**src/rtl/ir_store_server.sv**
```systemverilog
// ----------------------------------------------------------------------------
// ir_store_server
//
// Instruction store that sits at the far end of the decoder's fetch interface.
//
// During init, the program loader streams bytes in. They are written in order
// into a 2**IR_ADDR_WIDTH entry store. When the last byte (or the LOAD_LINES-th
// byte) has been accepted, the block raises init_load_finished.
//
// After that, each accepted fetch request returns four consecutive bytes
// (IR, P0, P1, P2), starting at irp. Addresses wrap modulo the store depth.
// A word that was never written reads as 0, which is the IDLE opcode.
//
// Ports:
//   clk, rst_n             clock, synchronous active-low reset
//   i_ld_valid/i_ld_data   loader byte stream
//   i_ld_last              marks the final loader byte
//   o_ld_ready             store accepts a loader byte this cycle
//   o_init_load_finished   load phase complete (sticky until reset)
//   i_fetch_req, i_irp     fetch request and start address
//   o_fetch_busy           a new fetch request is not accepted this cycle
//   o_data_out             fetched byte (qualify with o_data_valid)
//   o_data_valid           o_data_out holds a valid beat
//   o_data_idx             beat index 0=IR, 1=P0, 2=P1, 3=P2
//   o_fetch_done           one-cycle pulse on beat 3
// ----------------------------------------------------------------------------
module ir_store_server #(
    parameter int DATA_WIDTH    = 8,
    parameter int IR_ADDR_WIDTH = 8,
    parameter int LOAD_LINES    = 256
) (
    input  logic                     clk,
    input  logic                     rst_n,
    input  logic                     i_ld_valid,
    input  logic [DATA_WIDTH-1:0]    i_ld_data,
    input  logic                     i_ld_last,
    output logic                     o_ld_ready,
    output logic                     o_init_load_finished,
    input  logic                     i_fetch_req,
    input  logic [IR_ADDR_WIDTH-1:0] i_irp,
    output logic                     o_fetch_busy,
    output logic [DATA_WIDTH-1:0]    o_data_out,
    output logic                     o_data_valid,
    output logic [1:0]               o_data_idx,
    output logic                     o_fetch_done
);

    localparam int DEPTH = 1 << IR_ADDR_WIDTH;

    typedef enum logic [1:0] {
        S_LOAD,
        S_READY,
        S_BURST
    } state_t;

    state_t                   r_state;
    logic [1:0]               r_beat;
    logic [IR_ADDR_WIDTH-1:0] r_wptr;
    logic [IR_ADDR_WIDTH-1:0] r_base;
    logic [DATA_WIDTH-1:0]    r_mem [DEPTH];
    logic [DEPTH-1:0]         r_valid;

    logic                     w_load_accept;
    logic                     w_load_final;
    logic                     w_fetch_accept;
    logic [1:0]               w_next_beat;
    logic [IR_ADDR_WIDTH-1:0] w_rd_addr;
    logic [DATA_WIDTH-1:0]    w_rd_word;

    // A new fetch can start from READY, or from the final beat of a burst.
    // The final-beat case is what makes back-to-back bursts gapless.
    always_comb begin
        w_load_accept  = (r_state == S_LOAD) && i_ld_valid && o_ld_ready;
        w_load_final   = w_load_accept &&
                         (i_ld_last || (r_wptr == IR_ADDR_WIDTH'(LOAD_LINES - 1)));
        w_fetch_accept = i_fetch_req &&
                         ((r_state == S_READY) ||
                          ((r_state == S_BURST) && (r_beat == 2'd3)));
        w_next_beat    = r_beat + 2'd1;
    end

    // The read address is looked up one cycle ahead of the beat it feeds.
    // That is irp on an accept, and otherwise base + the next beat index.
    // The address add wraps naturally at the store depth.
    always_comb begin
        w_rd_addr = r_base + IR_ADDR_WIDTH'(w_next_beat);
        if (w_fetch_accept) begin
            w_rd_addr = i_irp;
        end
        w_rd_word = r_valid[w_rd_addr] ? r_mem[w_rd_addr] : '0;
    end

    // The storage array itself has no reset. Stale contents are masked by the
    // per-word valid bits, which are cleared on reset.
    always_ff @(posedge clk) begin
        if (rst_n && w_load_accept) begin
            r_mem[r_wptr] <= i_ld_data;
        end
    end

    always_ff @(posedge clk) begin
        if (!rst_n) begin
            r_state              <= S_LOAD;
            r_wptr               <= '0;
            r_base               <= '0;
            r_beat               <= 2'd0;
            r_valid              <= '0;
            o_ld_ready           <= 1'b1;
            o_init_load_finished <= 1'b0;
            o_fetch_busy         <= 1'b1;
            o_data_out           <= '0;
            o_data_valid         <= 1'b0;
            o_data_idx           <= 2'd0;
            o_fetch_done         <= 1'b0;
        end else if (w_fetch_accept) begin
            // Beat 0 is registered on the accept edge.
            r_state      <= S_BURST;
            r_base       <= i_irp;
            r_beat       <= 2'd0;
            o_data_out   <= w_rd_word;
            o_data_valid <= 1'b1;
            o_data_idx   <= 2'd0;
            o_fetch_busy <= 1'b1;
            o_fetch_done <= 1'b0;
        end else begin
            case (r_state)
                S_LOAD: begin
                    if (w_load_accept) begin
                        r_valid[r_wptr] <= 1'b1;
                        r_wptr          <= r_wptr + IR_ADDR_WIDTH'(1);
                        if (w_load_final) begin
                            r_state              <= S_READY;
                            o_ld_ready           <= 1'b0;
                            o_init_load_finished <= 1'b1;
                            o_fetch_busy         <= 1'b0;
                        end
                    end
                end
                S_READY: begin
                    o_fetch_busy <= 1'b0;
                end
                S_BURST: begin
                    if (r_beat != 2'd3) begin
                        // Busy drops on beat 3, so a request can be accepted
                        // on the final beat.
                        r_beat       <= w_next_beat;
                        o_data_out   <= w_rd_word;
                        o_data_idx   <= w_next_beat;
                        o_fetch_busy <= (w_next_beat != 2'd3);
                        o_fetch_done <= (w_next_beat == 2'd3);
                    end else begin
                        r_state      <= S_READY;
                        o_data_valid <= 1'b0;
                        o_fetch_done <= 1'b0;
                        o_fetch_busy <= 1'b0;
                    end
                end
                default: begin
                    r_state <= S_LOAD;
                end
            endcase
        end
    end

endmodule

```
**config.mk**
```make
export PLATFORM = sky130hd
export DESIGN_NAME = ir_store_server
export DESIGN_NICKNAME = d
export VERILOG_FILES = /design/src/rtl/ir_store_server.sv
export SDC_FILE = /design/constraint.sdc
export NUM_CORES = 2
export LEC_CHECK = 0
export BUFFER_PORTS_ARGS = -buffer_cell sky130_fd_sc_hd__clkbuf_2
export CAP_MARGIN = 40
export CORE_MARGIN = 5
export CORE_UTILIZATION = 65
export DETAILED_ROUTE_END_ITERATION = 8
export PLACE_DENSITY = 0.81
export SYNTH_ARGS = -nofsm -noshare
export SYNTH_HDL_FRONTEND = slang
export SYNTH_SLANG_ARGS = --single-unit
```
**constraint.sdc**
```tcl
create_clock -name clk -period 9.08 [get_ports clk]
set_input_delay 1.816 -clock clk [delete_from_list [all_inputs] [get_ports clk]]
set_output_delay 1.816 -clock clk [all_outputs]
set_load 0.01 [all_outputs]
```
==> flow_metrics.env <==
export IMPL_synth_async_sr_flop_share_pct=0
export IMPL_numCtsBuffers=215
export IMPL_fin_crit_sh_pct=65.43
export IMPL_cp_max_fo=29
export IMPL_synth_area_leaders="edfxtp_1 (66%), mux4_2 (7.2%), dfxtp_1 (6.3%)"
export IMPL_core_area_um2=141600
export IMPL_io_pins=36
export IMPL_cp_num_cells=17
export IMPL_synth_enable_flop_cells=2048
export IMPL_critPathRequiredTime_ns=9.86
export IMPL_htreeDepth=4
export IMPL_worstSetupEndpointType="flip-flop"
export IMPL_preCtsSetupSlack_ns=2.621
export IMPL_setup_worst_path_class="flip-flop to flip-flop"
export IMPL_grt_pass1_vias=55150
export IMPL_post_route_cells_drive_above_1_share_pct=13.94
export IMPL_ys_ff_latch=2337
export IMPL_drt_initial_drc_count=9347
export IMPL_clock_latency_ns=0.88
export IMPL_place_inst=7629
export IMPL_vdd_ir_drop_max_mv=0.3036
export IMPL_area_delta_synth_final_pct=9.933
export IMPL_p_leak_nw=32.05
export IMPL_finalSetupTns_ns=0
export IMPL_grt_max_degree=175
export IMPL_placed_cell_area_um2=94650
export IMPL_finalWeightedCongestion=0.9179
export IMPL_cts_sinks=2337
export IMPL_fin_total_pwr_mw=24.00
export IMPL_finalClockSkew_ns=0.03985
export IMPL_die_area_um2=150000
export IMPL_clk_pin_slew_worst_paths_ns=0.06
export IMPL_drt_first_pass_iters=8
export IMPL_period_needed_ns=5.941
export IMPL_ctsResizeCount=0
export IMPL_drv_cap=0
export IMPL_syn_area_per_cell_um2=15.54
export IMPL_final_core_util_pct=71.85
export IMPL_cts_root_buf="clkbuf_16"
export IMPL_num_vias=56690
export IMPL_fin_area_um2=101700
export IMPL_synth_top_cell_area_share_pct=66.46
export IMPL_tightest_slew_ns=1.058
export IMPL_finalMaxSlewViolations=0
export IMPL_final_seq_area_um2=67280
export IMPL_hold_class="flip-flop to flip-flop"
export IMPL_die_h_um=387.3
export IMPL_cpPeakStageDelay_ns=0.61
export IMPL_hold_slack_ns=0.4727
export IMPL_ys_types=73
export IMPL_syn_num_nets=5985
export IMPL_remaining_drc_errors=0
export IMPL_wl_um=255800
export IMPL_ys_flop_type="edfxtp_1"
export IMPL_gr_usage_all_layers_pct=33.71
export IMPL_cpMaxStageDelayCell="o32ai_4"
export IMPL_num_fill_cells=8178
export IMPL_die_w_um=387.3
export IMPL_arrival_ns=6.72
export IMPL_relSlewSlack_pct=29.48
export IMPL_path_cells="inv_1, ha_1, inv_1, fa_1, xnor2_1, nand3_1, o32ai_4, buf_4, nand2_2, buf_4, o21ai_0, a21oi_1, o21ai_0, a31oi_1, nor4_1, nor4_1, o21ai_1"
export IMPL_cts_setup_buffers=0
export IMPL_multi_input_area_um2=23150
export IMPL_ant_nets=0
export IMPL_rsz0062_at_grt="false"
export IMPL_fin_ws_ns=3.139
export IMPL_hpwl_um=144200
export IMPL_antenna_found_initial=11
export IMPL_synth_largest_area_cell="edfxtp_1"
export IMPL_initial_core_util_pct=65.36
export IMPL_outcome="finished, final reports clean"
export IMPL_syn_area_um2=92540
export IMPL_cts_hold_buf=0
export IMPL_cts_buffer_depth=3
export IMPL_numPortBuffers=35
export IMPL_grt_pass1_wl_um=371800
export IMPL_finalHoldViolCount=0
export IMPL_setup_viol=0
export IMPL_routedWlPerCell_um=31.79
export IMPL_crit_buf_inv=4
export IMPL_drt_vias_per_instance=7.046
export IMPL_syn_inst=5954
export IMPL_cts_tree="done"
export IMPL_rr_worst_depth=17
export IMPL_startpoint_type="flip-flop"
export IMPL_synth_warnings=0
export IMPL_min_path_cells=2
export IMPL_num_rows=138
export IMPL_synth_seq_area_share_pct=72.71
export IMPL_grt_overflow=0
export IMPL_power_per_cell_area_nw_per_um2=235.9
export IMPL_final_nets=5994
export IMPL_cpLargestDelayFamily="simple AND/OR/NAND/NOR gates"
export IMPL_max_freq_mhz=168.3
export IMPL_finalNonFillerCells=8046
-- cell families (layout without fill, tap and decap cells) --
kind of cell	Yosys count	after routing	synth area share [%]
flip-flops	2337	2337	72.71
AND/OR/NAND/NOR	1770	1770	8.557
AO/OA/AOI/OAI	860	860	5.958
multiplexers	552	552	9.963
buffers and inverters	412	604	2.547
XOR/XNOR	13	13	0.1230
adder cells (fa/ha/maj)	10	10	0.1433
other	0	10	0
-- where the power goes --
part	total, mW	internal [mW]	switching (mW)
sequential	11.7	11.7	0.0172
clock	9.02	5.01	4.01
combinational	3.28	1.07	2.21
-- path summary, 6_finish.rpt --
kind | from | end | slack [ns]
setup / recovery | r_beat[0] | o_data_out[0] | 3.14
setup reg to reg | r_beat[0] | o_data_out[0] | 3.14
hold / removal | r_base[0] | r_base[0] | 0.47
hold reg to reg | r_base[0] | r_base[0] | 0.47
-- cells in the mapped netlist, types with 9 or more instances --
library cell  instances
o211ai_1             27
nand2_1             817
mux4_2              295
o22ai_1              11
buf_4                67
nor2b_1             253
buf_6                53
a32oi_1              69
o21ai_1              15
ha_1                  9
o221ai_1             61
a221oi_1             11
xnor2_1              11
and2_1               12
nand4_1              49
buf_1                17
and3_1               16
dfxtp_1             289
buf_2                67
inv_1                11
a22oi_1              56
mux2i_1             254
a21boi_0             10
o2111ai_1            24
nor2_1              328
a21oi_1             393
clkbuf_1            190
a31oi_1              76
o21ai_0              41
nand3_1             238
o21a_1               21
nor3_1               23
edfxtp_1           2048
-- flip-flops by register name, indices dropped and copies added (netlist names) --
signal	cells
r_wptr	8
o_data_valid	1
r_base	8
r_beat	2
o_data_out	8
o_init_load_finished	1
r_state	2
r_valid	256
o_ld_ready	1
o_fetch_done	1
r_mem	2048
o_fetch_busy	1
-- layer usage --
layer  up-vias  track usage [%]  wire, µm
met1     27900            44.02     85170
met2      4826            50.97    116400
li1      22890                -         -
met3      1076            9.866     35100
met4         4            20.07     19110
met5         -           0.1276        27
-- cells in the final DEF (no fill, tap or decap), types with 42 or more instances in the layout --
cell and count:
buf_4 117, a21oi_1 391, clkinv_2 44, nor2_1 323
dfxtp_1 289, nand3_1 235, mux4_2 295, nor2b_1 253
nand2_1 803, edfxtp_1 2048, a32oi_1 69, a22oi_1 56
mux2i_1 254, nand4_1 49, o221ai_1 61, clkbuf_16 217
clkinv_1 42, a31oi_1 76
-- final cells by class --
type                    count  share of cell area (%)
clock buffers             274                   5.671
repair buffers            192                   1.856
diodes                     10                 0.02460
inverters                  12                 0.04428
clock inverters           126                   1.188
well taps                1890                   2.324
flip-flops and latches   2337                   66.14
multi-input cells        3205                   22.75
-- worst reg2reg max path, delay by kind of cell, from the launching register on --
| kind | cells | cell delay [ns] |
|---|---|---|
| adders and majority gates | 2 | 0.73 |
| and+or+nand+nor | 4 | 1.64 |
| AOI/OAI and AO/OA | 6 | 1.52 |
| xor gates and xnor gates | 1 | 0.38 |
| buffers and inverters | 4 | 1.17 |
| DFF | 1 | 0.42 |
Note: power is estimated with default switching activity, not from simulation.
